### config.mk
export PLATFORM = sky130hd
export DESIGN_NAME = gecko_tohost_monitor_flat
export DESIGN_NICKNAME = d
export VERILOG_FILES = /design/src/rtl/gecko_tohost_monitor_pkg.sv /design/src/rtl/gecko_tohost_monitor_if.sv /design/src/rtl/gecko_tohost_monitor_console_fifo.sv /design/src/rtl/gecko_tohost_monitor.sv /design/src/flat_wrapper.sv
export SDC_FILE = /design/constraint.sdc
export NUM_CORES = 1
export LEC_CHECK = 0
export CAP_MARGIN = 20
export CORE_UTILIZATION = 29
export CTS_BUF_LIST = sky130_fd_sc_hd__clkbuf_16
export DETAILED_ROUTE_END_ITERATION = 8
export DONT_BUFFER_PORTS = 1
export PLACE_DENSITY = 0.46
export RECOVER_POWER = 50
export SETUP_SLACK_MARGIN = 0.5
export SLEW_MARGIN = 0
export SYNTH_ARGS = -nofsm -noshare
export SYNTH_HDL_FRONTEND = slang
export SYNTH_SLANG_ARGS = --single-unit
### constraint.sdc
create_clock -name clk -period 5.1 [get_ports clk]
set_input_delay 1.02 -clock clk [delete_from_list [all_inputs] [get_ports clk]]
set_output_delay 1.02 -clock clk [all_outputs]
set_load 0.005 [all_outputs]
### src/rtl/gecko_tohost_monitor_pkg.sv
// Shared types and exit-code constants for the tohost/console monitor.
package gecko_tohost_monitor_pkg;

    typedef enum logic [1:0] {
        GECKO_RUNNING  = 2'd0,
        GECKO_FINISHED = 2'd1,
        GECKO_FAULTED  = 2'd2
    } gecko_tohost_state_t;

    localparam logic [30:0] GECKO_EXIT_CORE_FAULT = 31'h7FFFFFFF;
    localparam logic [30:0] GECKO_EXIT_WATCHDOG   = 31'h7FFFFFFE;

    // A tohost word with bit 0 set and zero payload means a clean exit.
    function automatic logic gecko_exit_is_clean(input logic [31:0] word);
        return word[31:1] == 31'd0;
    endfunction

endpackage

### src/rtl/gecko_tohost_monitor_if.sv
// Snooped data-memory command stream plus the console byte handshake.
interface gecko_tohost_monitor_if #(
    parameter int ADDR_SPACE_WIDTH = 12
);
    logic                        mem_valid;
    logic                        mem_ready;
    logic [3:0]                  mem_write_enable;
    logic [ADDR_SPACE_WIDTH-1:0] mem_addr;
    logic [31:0]                 mem_data;
    logic                        console_valid;
    logic                        console_ready;
    logic [7:0]                  console_data;

    modport master (
        output mem_valid, mem_ready, mem_write_enable, mem_addr, mem_data,
        output console_ready,
        input  console_valid, console_data
    );

    modport slave (
        input  mem_valid, mem_ready, mem_write_enable, mem_addr, mem_data,
        input  console_ready,
        output console_valid, console_data
    );
endinterface

### src/rtl/gecko_tohost_monitor_console_fifo.sv
// Console byte FIFO: registered head output, combinational full flag.
module gecko_console_fifo #(
    parameter int DATA_W = 8,
    parameter int DEPTH  = 8
) (
    input  logic              clk,
    input  logic              rst,
    input  logic              push,
    input  logic [DATA_W-1:0] push_data,
    output logic              full,
    output logic              valid,
    input  logic              ready,
    output logic [DATA_W-1:0] data
);
    localparam int AW = $clog2(DEPTH);
    localparam int CW = AW + 1;

    logic [DATA_W-1:0] mem [DEPTH];
    logic [AW-1:0]     wr_ptr, rd_ptr, rd_nxt;
    logic [CW-1:0]     count;
    logic [DATA_W-1:0] head_q;
    logic              pop, do_push;

    assign full    = count == CW'(DEPTH);
    assign valid   = count != '0;
    assign data    = head_q;
    assign pop     = valid && ready;
    assign do_push = push && (!full || pop);
    assign rd_nxt  = pop ? rd_ptr + AW'(1) : rd_ptr;

    always_ff @(posedge clk) begin
        if (do_push) mem[wr_ptr] <= push_data;
    end

    always_ff @(posedge clk) begin
        if (!rst) begin
            wr_ptr <= '0;
            rd_ptr <= '0;
            count  <= '0;
            head_q <= '0;
        end else begin
            if (do_push) wr_ptr <= wr_ptr + AW'(1);
            rd_ptr <= rd_nxt;
            case ({do_push, pop})
                2'b10:   count <= count + CW'(1);
                2'b01:   count <= count - CW'(1);
                default: count <= count;
            endcase
            // The incoming byte becomes the head when it lands where the read pointer will be.
            if (do_push && wr_ptr == rd_nxt) head_q <= push_data;
            else if (pop)                    head_q <= mem[rd_nxt];
        end
    end
endmodule

### src/rtl/gecko_tohost_monitor.sv
// tohost/console snoop monitor producing sticky finished/faulted flags.
// Optional watchdog compiled in with GECKO_TOHOST_WATCHDOG_EN.
module gecko_tohost_monitor
    import gecko_tohost_monitor_pkg::*;
#(
    parameter int                          ADDR_SPACE_WIDTH = 12,
    parameter logic [ADDR_SPACE_WIDTH-1:0] TOHOST_ADDR      = 'hFFF,
    parameter logic [ADDR_SPACE_WIDTH-1:0] CONSOLE_ADDR     = 'hFFE,
    parameter int                          CONSOLE_DEPTH    = 8,
    parameter int unsigned                 WATCHDOG_CYCLES  = 1000000
) (
    input  logic                    clk,
    input  logic                    rst,
    gecko_tohost_monitor_if.slave   bus,
    input  logic                    core_fault,
    output logic                    console_dropped,
    output logic                    finished_flag,
    output logic                    faulted_flag,
    output logic [30:0]             exit_code
);
    gecko_tohost_state_t state, state_nxt;
    logic [30:0]         exit_nxt;
    logic                xfer, acc, tohost_hit, con_req, fifo_full, pop, push_ok;

    assign xfer       = bus.mem_valid && bus.mem_ready;
    assign acc        = xfer && (bus.mem_write_enable != 4'd0);
    assign tohost_hit = acc && bus.mem_addr == TOHOST_ADDR && bus.mem_data[0];
    assign con_req    = acc && bus.mem_addr == CONSOLE_ADDR && bus.mem_write_enable[0]
                        && state == GECKO_RUNNING;
    assign pop        = bus.console_valid && bus.console_ready;
    assign push_ok    = con_req && (!fifo_full || pop);

`ifdef GECKO_TOHOST_WATCHDOG_EN
    logic [31:0] wd_cnt;
    logic        wd_expire;

    assign wd_expire = !xfer && wd_cnt == 32'(WATCHDOG_CYCLES - 1);

    always_ff @(posedge clk) begin
        if (!rst)                        wd_cnt <= '0;
        else if (state == GECKO_RUNNING) wd_cnt <= xfer ? 32'd0 : wd_cnt + 32'd1;
    end
`endif

    always_comb begin
        state_nxt = state;
        exit_nxt  = exit_code;
        if (state == GECKO_RUNNING) begin
            if (core_fault) begin
                state_nxt = GECKO_FAULTED;
                exit_nxt  = GECKO_EXIT_CORE_FAULT;
            end else if (tohost_hit) begin
                state_nxt = gecko_exit_is_clean(bus.mem_data) ? GECKO_FINISHED : GECKO_FAULTED;
                exit_nxt  = bus.mem_data[31:1];
            end
`ifdef GECKO_TOHOST_WATCHDOG_EN
            else if (wd_expire) begin
                state_nxt = GECKO_FAULTED;
                exit_nxt  = GECKO_EXIT_WATCHDOG;
            end
`endif
        end
    end

    always_ff @(posedge clk) begin
        if (!rst) begin
            state           <= GECKO_RUNNING;
            exit_code       <= '0;
            console_dropped <= 1'b0;
        end else begin
            state     <= state_nxt;
            exit_code <= exit_nxt;
            if (con_req && !push_ok) console_dropped <= 1'b1;
        end
    end

    assign finished_flag = state == GECKO_FINISHED;
    assign faulted_flag  = state == GECKO_FAULTED;

    gecko_console_fifo #(
        .DATA_W (8),
        .DEPTH  (CONSOLE_DEPTH)
    ) u_fifo (
        .clk       (clk),
        .rst       (rst),
        .push      (push_ok),
        .push_data (bus.mem_data[7:0]),
        .full      (fifo_full),
        .valid     (bus.console_valid),
        .ready     (bus.console_ready),
        .data      (bus.console_data)
    );
endmodule

### src/flat_wrapper.sv
// flat-port wrapper written by rule: the top's interface ports become plain ports
module gecko_tohost_monitor_flat import gecko_tohost_monitor_pkg::*;
#(
    parameter int                          ADDR_SPACE_WIDTH = 12,
    parameter logic [ADDR_SPACE_WIDTH-1:0] TOHOST_ADDR      = 'hFFF,
    parameter logic [ADDR_SPACE_WIDTH-1:0] CONSOLE_ADDR     = 'hFFE,
    parameter int                          CONSOLE_DEPTH    = 8,
    parameter int unsigned                 WATCHDOG_CYCLES  = 1000000
)
  (clk, rst, core_fault, console_dropped, finished_flag, faulted_flag, exit_code, bus_mem_valid, bus_mem_ready, bus_mem_write_enable, bus_mem_addr, bus_mem_data, bus_console_ready, bus_console_valid, bus_console_data);
  gecko_tohost_monitor_if #(.ADDR_SPACE_WIDTH(ADDR_SPACE_WIDTH)) bus_i ();
  input  logic clk;
  input  logic rst;
  input  logic core_fault;
  output logic console_dropped;
  output logic finished_flag;
  output logic faulted_flag;
  output logic [30:0] exit_code;
  input wire logic [$bits(bus_i.mem_valid)-1:0] bus_mem_valid;
  input wire logic [$bits(bus_i.mem_ready)-1:0] bus_mem_ready;
  input wire logic [$bits(bus_i.mem_write_enable)-1:0] bus_mem_write_enable;
  input wire logic [$bits(bus_i.mem_addr)-1:0] bus_mem_addr;
  input wire logic [$bits(bus_i.mem_data)-1:0] bus_mem_data;
  input wire logic [$bits(bus_i.console_ready)-1:0] bus_console_ready;
  output wire logic [$bits(bus_i.console_valid)-1:0] bus_console_valid;
  output wire logic [$bits(bus_i.console_data)-1:0] bus_console_data;
  assign bus_i.mem_valid = bus_mem_valid;
  assign bus_i.mem_ready = bus_mem_ready;
  assign bus_i.mem_write_enable = bus_mem_write_enable;
  assign bus_i.mem_addr = bus_mem_addr;
  assign bus_i.mem_data = bus_mem_data;
  assign bus_i.console_ready = bus_console_ready;
  assign bus_console_valid = bus_i.console_valid;
  assign bus_console_data = bus_i.console_data;
  gecko_tohost_monitor #(.ADDR_SPACE_WIDTH(ADDR_SPACE_WIDTH), .TOHOST_ADDR(TOHOST_ADDR), .CONSOLE_ADDR(CONSOLE_ADDR), .CONSOLE_DEPTH(CONSOLE_DEPTH), .WATCHDOG_CYCLES(WATCHDOG_CYCLES)) u_core (.clk(clk), .rst(rst), .bus(bus_i), .core_fault(core_fault), .console_dropped(console_dropped), .finished_flag(finished_flag), .faulted_flag(faulted_flag), .exit_code(exit_code));
endmodule
# Word-level counts from Yosys, hierarchy flattened
# Memories as Yosys holds them, arrays and structs flattened. A register that Yosys moved wholly into a read port is not among the register bits.
# Cells that the tools add are included.
# totals
ram_bits	64
mem_count	1
reg_bits	44
word_cells	52
inputBits	54
# classes
muxes	9
n_reduce_logical	24
add_sub_neg	4
n_eq_ne	8
# mem_list
name	words	word_bits	rd	rd_ports_with_merged_regs	write_ports	line	source
u_core.u_fifo.mem	8	8	1	1	1	gecko_tohost_monitor_console_fifo.sv:18	logic [DATA_W-1:0] mem [DEPTH];
# op_table
cell	count
2-to-1 mux 31 bit	2
zero test 31 bit	1
equality test 12 bit, second input constant	2
logical AND 1 bit	12
one-hot mux 4 bit (2 select lines)	1
nonzero test 4 bit	2
adder 3 x 1 -> 3 bit, second input constant	2
2-to-1 mux 2 bit	3
nonzero test 2 bit	3
adder 4 x 1 -> 4 bit, second input constant	1
equality test 2 x 1 -> 1 bit, second input constant	2
equality test 2 bit, second input constant	2
equality test 4 bit, second input constant	1
subtractor 4 x 1 -> 4 bit, second input constant	1
equality test 3 bit	1
zero test 1 bit	3
2-to-1 mux 3 bit	1
zero test 2 bit	1
2-to-1 mux 1 bit	2
AND reduction 2 bit	1
logical OR 1 bit	1

# Depth between registers and ports, before layout
# Gate-level depths: netlist of run 1.
# logic_depth
word_depth	9
ltp_mapped	11
depth_no_buf	10

# By module
# Synthesis of run 1 repeated with hierarchy kept, for this count alone.
# hier_totals
cells_unflattened	351
hier_area_um2	4863.4
# modules_own_cells
module	n_inst	seq_area_each_um2	cells_each	area_per_inst_um2
gecko_console_fifo	1	2282.2	233	3510.9
gecko_tohost_monitor	1	680.7	118	1352.5

# Worst setup path after synthesis of run 1
# No wires, ideal clock.
# synth_path
path_kind	input-to-reg
from	input bus_mem_addr[0]
to	register u_core.u_fifo.count[2]
setup_time_ps	76
t_arrival_ps	3307
cell_stages	10
n_path_buf	0
setup_slack_ps	1717
required_time_ps	5024
path_cell_list	or4b_2 -> nor3_1 -> nand3_1 -> ha_1 -> xor2_1 -> ha_1 -> a21oi_1 -> xor2_1 -> or3_1 -> a21boi_0
# synth_between
elab_chain_cells	8
word_cells_on_any_way	10
cone_classes	eq/ne: 3; mux: 1; reduce/logical: 6
# synth_lines
element	line	source
start: declaration	flat_wrapper.sv:22	input wire logic [$bits(bus_i.mem_addr)-1:0] bus_mem_addr;
equality test 12 bit *	gecko_tohost_monitor.sv:28	assign con_req = acc && bus.mem_addr == CONSOLE_ADDR && bus.mem_write_enable[0]
logical AND 1 bit * (2 in a row)	gecko_tohost_monitor.sv:28	
logical AND 1 bit *	gecko_tohost_monitor.sv:29	&& state == GECKO_RUNNING;
logical AND 1 bit *	gecko_tohost_monitor.sv:31	assign push_ok = con_req && (!fifo_full || pop);
logical AND 1 bit *	gecko_tohost_monitor_console_fifo.sv:28	assign do_push = push && (!full || pop);
equality test 2 x 1 -> 1 bit or equality test 2 bit (tied branches)	gecko_tohost_monitor_console_fifo.sv:44	case ({do_push, pop})
one-hot mux 4 bit (2 select lines) or nonzero test 2 bit (tied branches)	-	
end signal: assignment	gecko_tohost_monitor_console_fifo.sv:45	2'b10: count <= count + CW'(1);
end signal: assignment	gecko_tohost_monitor_console_fifo.sv:46	2'b01: count <= count - CW'(1);
end signal: assignment	gecko_tohost_monitor_console_fifo.sv:47	default: count <= count;
end: declaration	gecko_tohost_monitor_console_fifo.sv:20	logic [CW-1:0] count;
# Every way passes the cells marked *; elsewhere a longest branch is shown, timed or not.
# A chain may end at the register's enable or synchronous reset.

# Worst setup path after layout of run 1
# Same ends and word-level chain as after synthesis.

==> flow_summary.json, run 1 <==
{
  "run_status": "finished, final reports clean",
  "worstSetupStartpoint": "bus_mem_addr[0]",
  "finalNetCount": 512,
  "clk-insertion-delay-late_ns": 0.41,
  "final_layout_worst_hold_slack_ns": 0.497,
  "cell_with_the_largest_stage_delay_on_the_worst_path": "sky130_fd_sc_hd__or4b_2",
  "multi_input_logic_area_um2": 1960,
  "netSwitchingPower_uw": 452,
  "finalHoldViolations": 0,
  "ys_async_sr_fraction_pct": 0,
  "worst_slew_pin_slew_ns": 1.06,
  "largest_net_degree_at_the_start_of_global_routing": 61,
  "p_clk_share_pct": 49.8,
  "power-per-cell-area_nw_per_um2": 369,
  "post_dp_cell_area_um2": 5280,
  "detail_route.wl_per_cell_um": 17.7,
  "setup_total_negative_slack_ns": 0,
  "timing.reg2reg.worst_path_depth": 10,
  "share_of_total_power_consumed_by_net_switching_pct": 21.0,
  "worst_r2r_startpoint": "u_core.state[0]",
  "clock_tree.buffer_depth": 2,
  "synth_fp_nets": 516,
  "die_height_um": 134,
  "cts_made_buffers": 17,
  "setup_viol": 0,
  "post-synth-top-count-cell": "sky130_fd_sc_hd__edfxtp_1",
  "post-synth-top-area-fraction_pct": 38.0,
  "synth.avg_cell_area_um2": 11.1,
  "initial_antenna_violation_count": 0,
  "cp-end-kind": "register",
  "ys_warn_count": 0,
  "cts.htree.levels": 4,
  "number_of_max_slew_violations_in_the_final_report": 0,
  "die-area_um2": 18000,
  "critical_path.startpoint_type": "input port",
  "period_needed_ns": 3.24,
  "synth_cell_type_count": 38,
  "min-delay-path-class": "reg2reg",
  "arrival_ns": 3.57,
  "combPwrFrac_pct": 2.5,
  "critical_path_required_time_ns": 5.43,
  "min-delay-start": "u_core.console_dropped",
  "place.detailed.hpwl_mm": 8.05,
  "clk_transition_reported_paths_ns": 0.05,
  "min_to": "u_core.console_dropped",
  "finalCritPeriodShare_pct": 63.5,
  "post_cts_buffers": 0,
  "ff_latch_area_um2": 2960,
  "worstSetupPathType": "in2reg",
  "synthTopCellsByCount": "sky130_fd_sc_hd__edfxtp_1, sky130_fd_sc_hd__nor2_1, sky130_fd_sc_hd__dfxtp_1",
  "grt_setup_unrepaired": "false",
  "tritoncts": "built",
  "crit_path_cell_trace": "or4b_2 -> nor3_1 -> nand3_1 -> ha_1 -> xor2_1 -> ha_1 -> a21oi_1 -> xor2_1 -> or3_1 -> a21boi_0",
  "timing.max_slew.rel_slack_pct": 29.0,
  "global_route_wire_length_before_repair_mm": 19.5,
  "count_of_flip_flops_with_a_built_in_enable_after_synthesis": 64,
  "postSynthRegisterBits": 116,
  "first_global_vias": 3548,
  "die_w_um": 134,
  "syn-instance-count": 457,
  "post_cts.resized_instances": 0,
  "worstReg2RegEnd": "u_core.u_fifo.count[2]",
  "critical_path_peak_fanout": 8,
  "seq_area_frac_synth_pct": 58.5,
  "finalCoreUtilization_pct": 34.7,
  "leakagePower_nw": 2.22,
  "cts_hold_buffers": 0,
  "initial_util_pct": 30.1,
  "avgViaCountPerCell": 5.12,
  "r2r_slack_ns": 2.05,
  "antenna_cells": 0,
  "ratio_of_cells_with_drive_above_1_in_the_final_layout_pct": 9.23,
  "routed_wirelength_mm": 12.2,
  "max_cap_viol_count": 0,
  "largest_vdd_supply_drop_uv": 234,
  "io_buffers": 0,
  "grtUsageTotal_pct": 14.3,
  "fillers": 1704,
  "synth.top_cells.by_area": "sky130_fd_sc_hd__edfxtp_1, sky130_fd_sc_hd__dfxtp_1, sky130_fd_sc_hd__o211a_1",
  "layout-area-overhead-vs-synth_pct": 15.2,
  "timing.fmax_ghz": 0.309,
  "place_congestion": 0.709,
  "post_route_skew_ns": 0.00554,
  "syn-cell-area_um2": 5060,
  "rows": 47,
  "total_gr_overflow": 0,
  "design_area_um2": 5830,
  "core_area_um2": 16800,
  "drtIter0Drc": 158,
  "antenna_violating_nets_left": 0,
  "timing.critical_path.slowest_cell_delay_ns": 0.65,
  "synth_top_area_cell": "sky130_fd_sc_hd__edfxtp_1",
  "io_pins": 97,
  "clockRootBuffer": "sky130_fd_sc_hd__clkbuf_16",
  "vias": 3509,
  "intPower_mw": 1.70,
  "holdPathStages": 1,
  "drt_drc_violations_left": 0,
  "synthFlopType": "sky130_fd_sc_hd__edfxtp_1",
  "cts_sinks": 116,
  "number_of_detailed_routing_iterations_run_before_antenna_repair": 4,
  "seqPwrFrac_pct": 47.7
}
## placed cells by master, fill, tap and decap left out, types with 7 or more instances in the layout
master                      count
sky130_fd_sc_hd__dfxtp_1       52
sky130_fd_sc_hd__clkbuf_16     19
sky130_fd_sc_hd__inv_1          8
sky130_fd_sc_hd__a31oi_1        8
sky130_fd_sc_hd__nand2_1       29
sky130_fd_sc_hd__nand3_1       35
sky130_fd_sc_hd__a22oi_1        8
sky130_fd_sc_hd__edfxtp_1      64
sky130_fd_sc_hd__o211a_1       32
sky130_fd_sc_hd__mux2i_1       26
sky130_fd_sc_hd__o21ai_0       14
sky130_fd_sc_hd__nand4_1       13
sky130_fd_sc_hd__nor4_1        10
sky130_fd_sc_hd__nor2_1        61
sky130_fd_sc_hd__buf_4          7
sky130_fd_sc_hd__nor3_1         8
## per-layer routing
| layer | vias up | part of all wire (%) | GRT usage [%] |
|---|---|---|---|
| met2 | 127 | 46 | 22.4 |
| li1 | 1685 | - | - |
| met5 | - | 0 | 0 |
| met1 | 1685 | 43 | 17.9 |
| met3 | 12 | 9.1 | 5.10 |
| met4 | 0 | 1.3 | 5.74 |
## worst max-delay path by stage
| stage | to | depth (start not counted) |
|---|---|---|
| after detailed placement | u_core.u_fifo.count[2] | 10 |
| after global routing | u_core.u_fifo.count[2] | 10 |
| final | u_core.u_fifo.count[2] | 10 |
| after global placement | u_core.u_fifo.mem[6][1] | 4 |
| after floorplan | u_core.u_fifo.count[2] | 10 |
| after CTS | u_core.u_fifo.count[2] | 10 |
## critical path, delay by kind of cell
family                     cells  cell delay (ns)
and+or+nand+nor                4             1.46
adders and majority gates      2             0.53
xor gates and xnor gates       2             0.27
AOI/OAI and AO/OA              2             0.30
## cell families (layout without fill, tap and decap cells)
logic type	Yosys count	after routing	share of synthesized area [%]
simple gates	186	186	17.8
flops	116	116	58.5
compound gates	77	77	12.7
buf+inv	38	47	2.99
mux	26	26	5.14
xor+xnor	9	9	1.56
fa+ha+maj	5	5	1.24
## state kept, by name (all words and copies together) (netlist names)
register                flops
u_core.u_fifo.mem          64
u_core.exit_code           31
u_core.u_fifo.data          8
u_core.u_fifo.count         4
u_core.u_fifo.rd_ptr        3
u_core.u_fifo.wr_ptr        3
u_core.state                2
u_core.console_dropped      1
## per-stage QoR
| stage | worst slack (ns) | instances | total power [mW] |
|---|---|---|---|
| after floorplan | 1.72 | 457 | 1.09 |
| after global placement | 1.46 | 651 | 1.10 |
| after detailed placement | 1.43 | 653 | 1.10 |
| after CTS | 1.86 | 685 | 2.17 |
| after global routing | 1.57 | 686 | 2.22 |
| final | 1.86 | 686 | 2.15 |
## power by group through the flow
| stage | Combinational, mW | Sequential, mW | Clock, mW |
|---|---|---|---|
| after floorplan | 0.0546 | 1.04 | 0 |
| after global placement | 0.0520 | 1.04 | 0 |
| after detailed placement | 0.0535 | 1.04 | 0 |
| after CTS | 0.0537 | 1.03 | 1.09 |
| after global routing | 0.0611 | 1.03 | 1.13 |
| final | 0.0545 | 1.03 | 1.07 |
## cell type report
cell class	count	share of cell area [%]
Tap cell	220	4.72
Clock buffer	19	8.15
Clock inverter	13	1.12
Sequential cell	116	50.8
Inverter	5	0.322
Multi-Input combinational cell	303	33.6
Timing Repair Buffer	10	1.33
No activity file was read; power rests on OpenSTA's default activity.
==> run 2: changes to the inputs <==
Settings changed: PLACE_DENSITY 0.46 to 0.47.
Clock period 5.1 ns to 2.68 ns, I/O delays scaled along.
==> run 2 against run 1 <==
Net effect:
- final area increased by 4.6%
- final cell count increased by 1.9%
- hold slack got worse by 0.27 ns
- critical path depth unchanged
- sequential share of layout area decreased by 2.2 points
- clock power increased by 120%
- critical endpoint unchanged
==> flow_summary.json, run 2 (same netlist as run 1, synthesis figures left out) <==
{
  "run_status": "finished, final reports clean",
  "critical_path_required_time_ns": 3.02,
  "clk-insertion-delay-late_ns": 0.41,
  "timing.reg2reg.worst_path_depth": 10,
  "antenna_cells": 0,
  "initial_util_pct": 30.1,
  "io_buffers": 0,
  "max_ffs_per_register": 64,
  "tritoncts": "built",
  "post_route_skew_ns": 0.00752,
  "finalHoldViolations": 0,
  "global_route_wire_length_before_repair_mm": 19.6,
  "holdPathStages": 0,
  "total_power_mw": 4.44,
  "critPathBufInv": 0,
  "timing.critical_path.slowest_cell_delay_ns": 0.57,
  "clock_tree.buffer_depth": 2,
  "place_congestion": 0.754,
  "clk_transition_reported_paths_ns": 0.05,
  "routed_wirelength_mm": 12.2,
  "cts_hold_buffers": 0,
  "die-area_um2": 18000,
  "r2r_slack_ns": 0.30,
  "antenna_violating_nets_left": 0,
  "timing.fmax_ghz": 0.421,
  "drtIter0Drc": 221,
  "cts.htree.levels": 4,
  "grt_setup_unrepaired": "true",
  "number_of_max_slew_violations_in_the_final_report": 0,
  "leakagePower_nw": 2.30,
  "cts_made_buffers": 17,
  "clockRootBuffer": "sky130_fd_sc_hd__clkbuf_16",
  "first_global_vias": 3566,
  "total_gr_overflow": 0,
  "vias": 3510,
  "arrival_ns": 2.72,
  "cts_sinks": 116,
  "core_area_um2": 16800,
  "rows": 47,
  "place.detailed.hpwl_mm": 8.13,
  "commonest_cells_after_routing_fill_and_taps_aside": "sky130_fd_sc_hd__edfxtp_1, sky130_fd_sc_hd__nor2_1, sky130_fd_sc_hd__dfxtp_1, sky130_fd_sc_hd__nand3_1, sky130_fd_sc_hd__o211a_1",
  "drt_drc_violations_left": 0,
  "cp-end-kind": "register",
  "die_height_um": 134,
  "critical_path.startpoint_type": "register",
  "setup_total_negative_slack_ns": 0,
  "io_pins": 97,
  "design_area_um2": 6100,
  "largest_vdd_supply_drop_uv": 415,
  "setup_viol": 0,
  "most_frequent_standard_cell_in_the_layout_excluding_fill_and_tap_cells": "sky130_fd_sc_hd__edfxtp_1",
  "largest_register": "u_core.u_fifo.mem",
  "cpLargestDelayFamily": "simple AND/OR/NAND/NOR gates",
  "ratio_of_cells_with_drive_above_1_in_the_final_layout_pct": 13.6,
  "layout-area-overhead-vs-synth_pct": 20.6,
  "largest_net_degree_at_the_start_of_global_routing": 61,
  "finalNetCount": 525,
  "grtUsageTotal_pct": 14.4,
  "power-per-cell-area_nw_per_um2": 728,
  "max_cap_viol_count": 0,
  "final_layout_worst_hold_slack_ns": 0.227,
  "finalCritPeriodShare_pct": 88.7,
  "number_of_detailed_routing_iterations_run_before_antenna_repair": 4,
  "post_dp_cell_area_um2": 5450,
  "die_w_um": 134,
  "avgViaCountPerCell": 5.02,
  "crit_path_cell_trace": "or4b_1 -> nor3_4 -> nand3_4 -> ha_4 -> xor2_1 -> ha_2 -> a21oi_2 -> xor2_1 -> or3_1 -> a21boi_1",
  "worst_slew_pin_slew_ns": 0.535,
  "timing.max_slew.rel_slack_pct": 64.2,
  "worstSetupPathType": "reg2reg",
  "period_needed_ns": 2.38,
  "cell_with_the_largest_stage_delay_on_the_worst_path": "sky130_fd_sc_hd__or4b_1",
  "min-delay-path-class": "in2reg",
  "critPathMostFrequentCell": "sky130_fd_sc_hd__xor2_1",
  "detail_route.wl_per_cell_um": 17.4,
  "critical_path_peak_fanout": 2,
  "initial_antenna_violation_count": 0,
  "worstSetupPathDepth": 10
}
==> run 2: changes by cell type in the layout (fill, tap and decap cells not counted), sizes merged <==
cell | before | now
buf | 10 | 19
inv | 11 | 7
bufinv | 0 | 5
clkbuf | 19 | 21
clkinv | 6 | 7
==> run 2: what timing repair did <==
item | CTS | global route
pin swaps | 7 | 2
setup endpoints to repair | 24 | 10
gates resized for setup | 5 | 6
buffers inserted | 4 | 0
==> run 2: cell type report <==
class	count	area, um^2
Clock inverter	15	195
Sequential cell	116	2970
Multi-Input combinational cell	303	2030
Fill cell	1715	10700
Timing Repair Buffer	23	190
Tap cell	220	275
Inverter	5	18.8
Clock buffer	17	425
==> run 2: per-stage QoR <==
stage               instances  util, %  setup WS, ns
global placement          663     32.4        0.0866
floorplan                 457        -         0.106
global route              699     36.3         0.147
CTS                       699     36.4         0.339
finish                    699     36.3         0.303
detailed placement        663     32.4        0.0405
==> run 2: layer usage <==
metal	wire, um	GRT usage [%]
met5	0	0
met4	87	4.87
met3	770	5.22
met2	5930	23.4
met1	5390	17.8
==> run 2: report_power, final <==
group          total, mW  internal (mW)  switching, mW
logic              0.107         0.0540         0.0533
registers           1.95           1.92         0.0322
clock network       2.38           1.62          0.763
total               4.44           3.59          0.849
==> run 2: path summary, 6_finish.rpt <==
check / startpoint / end
worst max-delay path: u_core.state[1] / u_core.u_fifo.count[2]
worst min-delay path: bus_mem_data[3] / u_core.u_fifo.mem[4][3]
worst max register to register: u_core.state[1] / u_core.u_fifo.count[2]
worst min register to register: u_core.console_dropped / u_core.console_dropped
==> run 3: changes to the inputs <==
Settings changed: CAP_MARGIN 20 to 30.
==> results of run 3 <==
The final DEF is identical to that of run 2; final timing and power are the same.
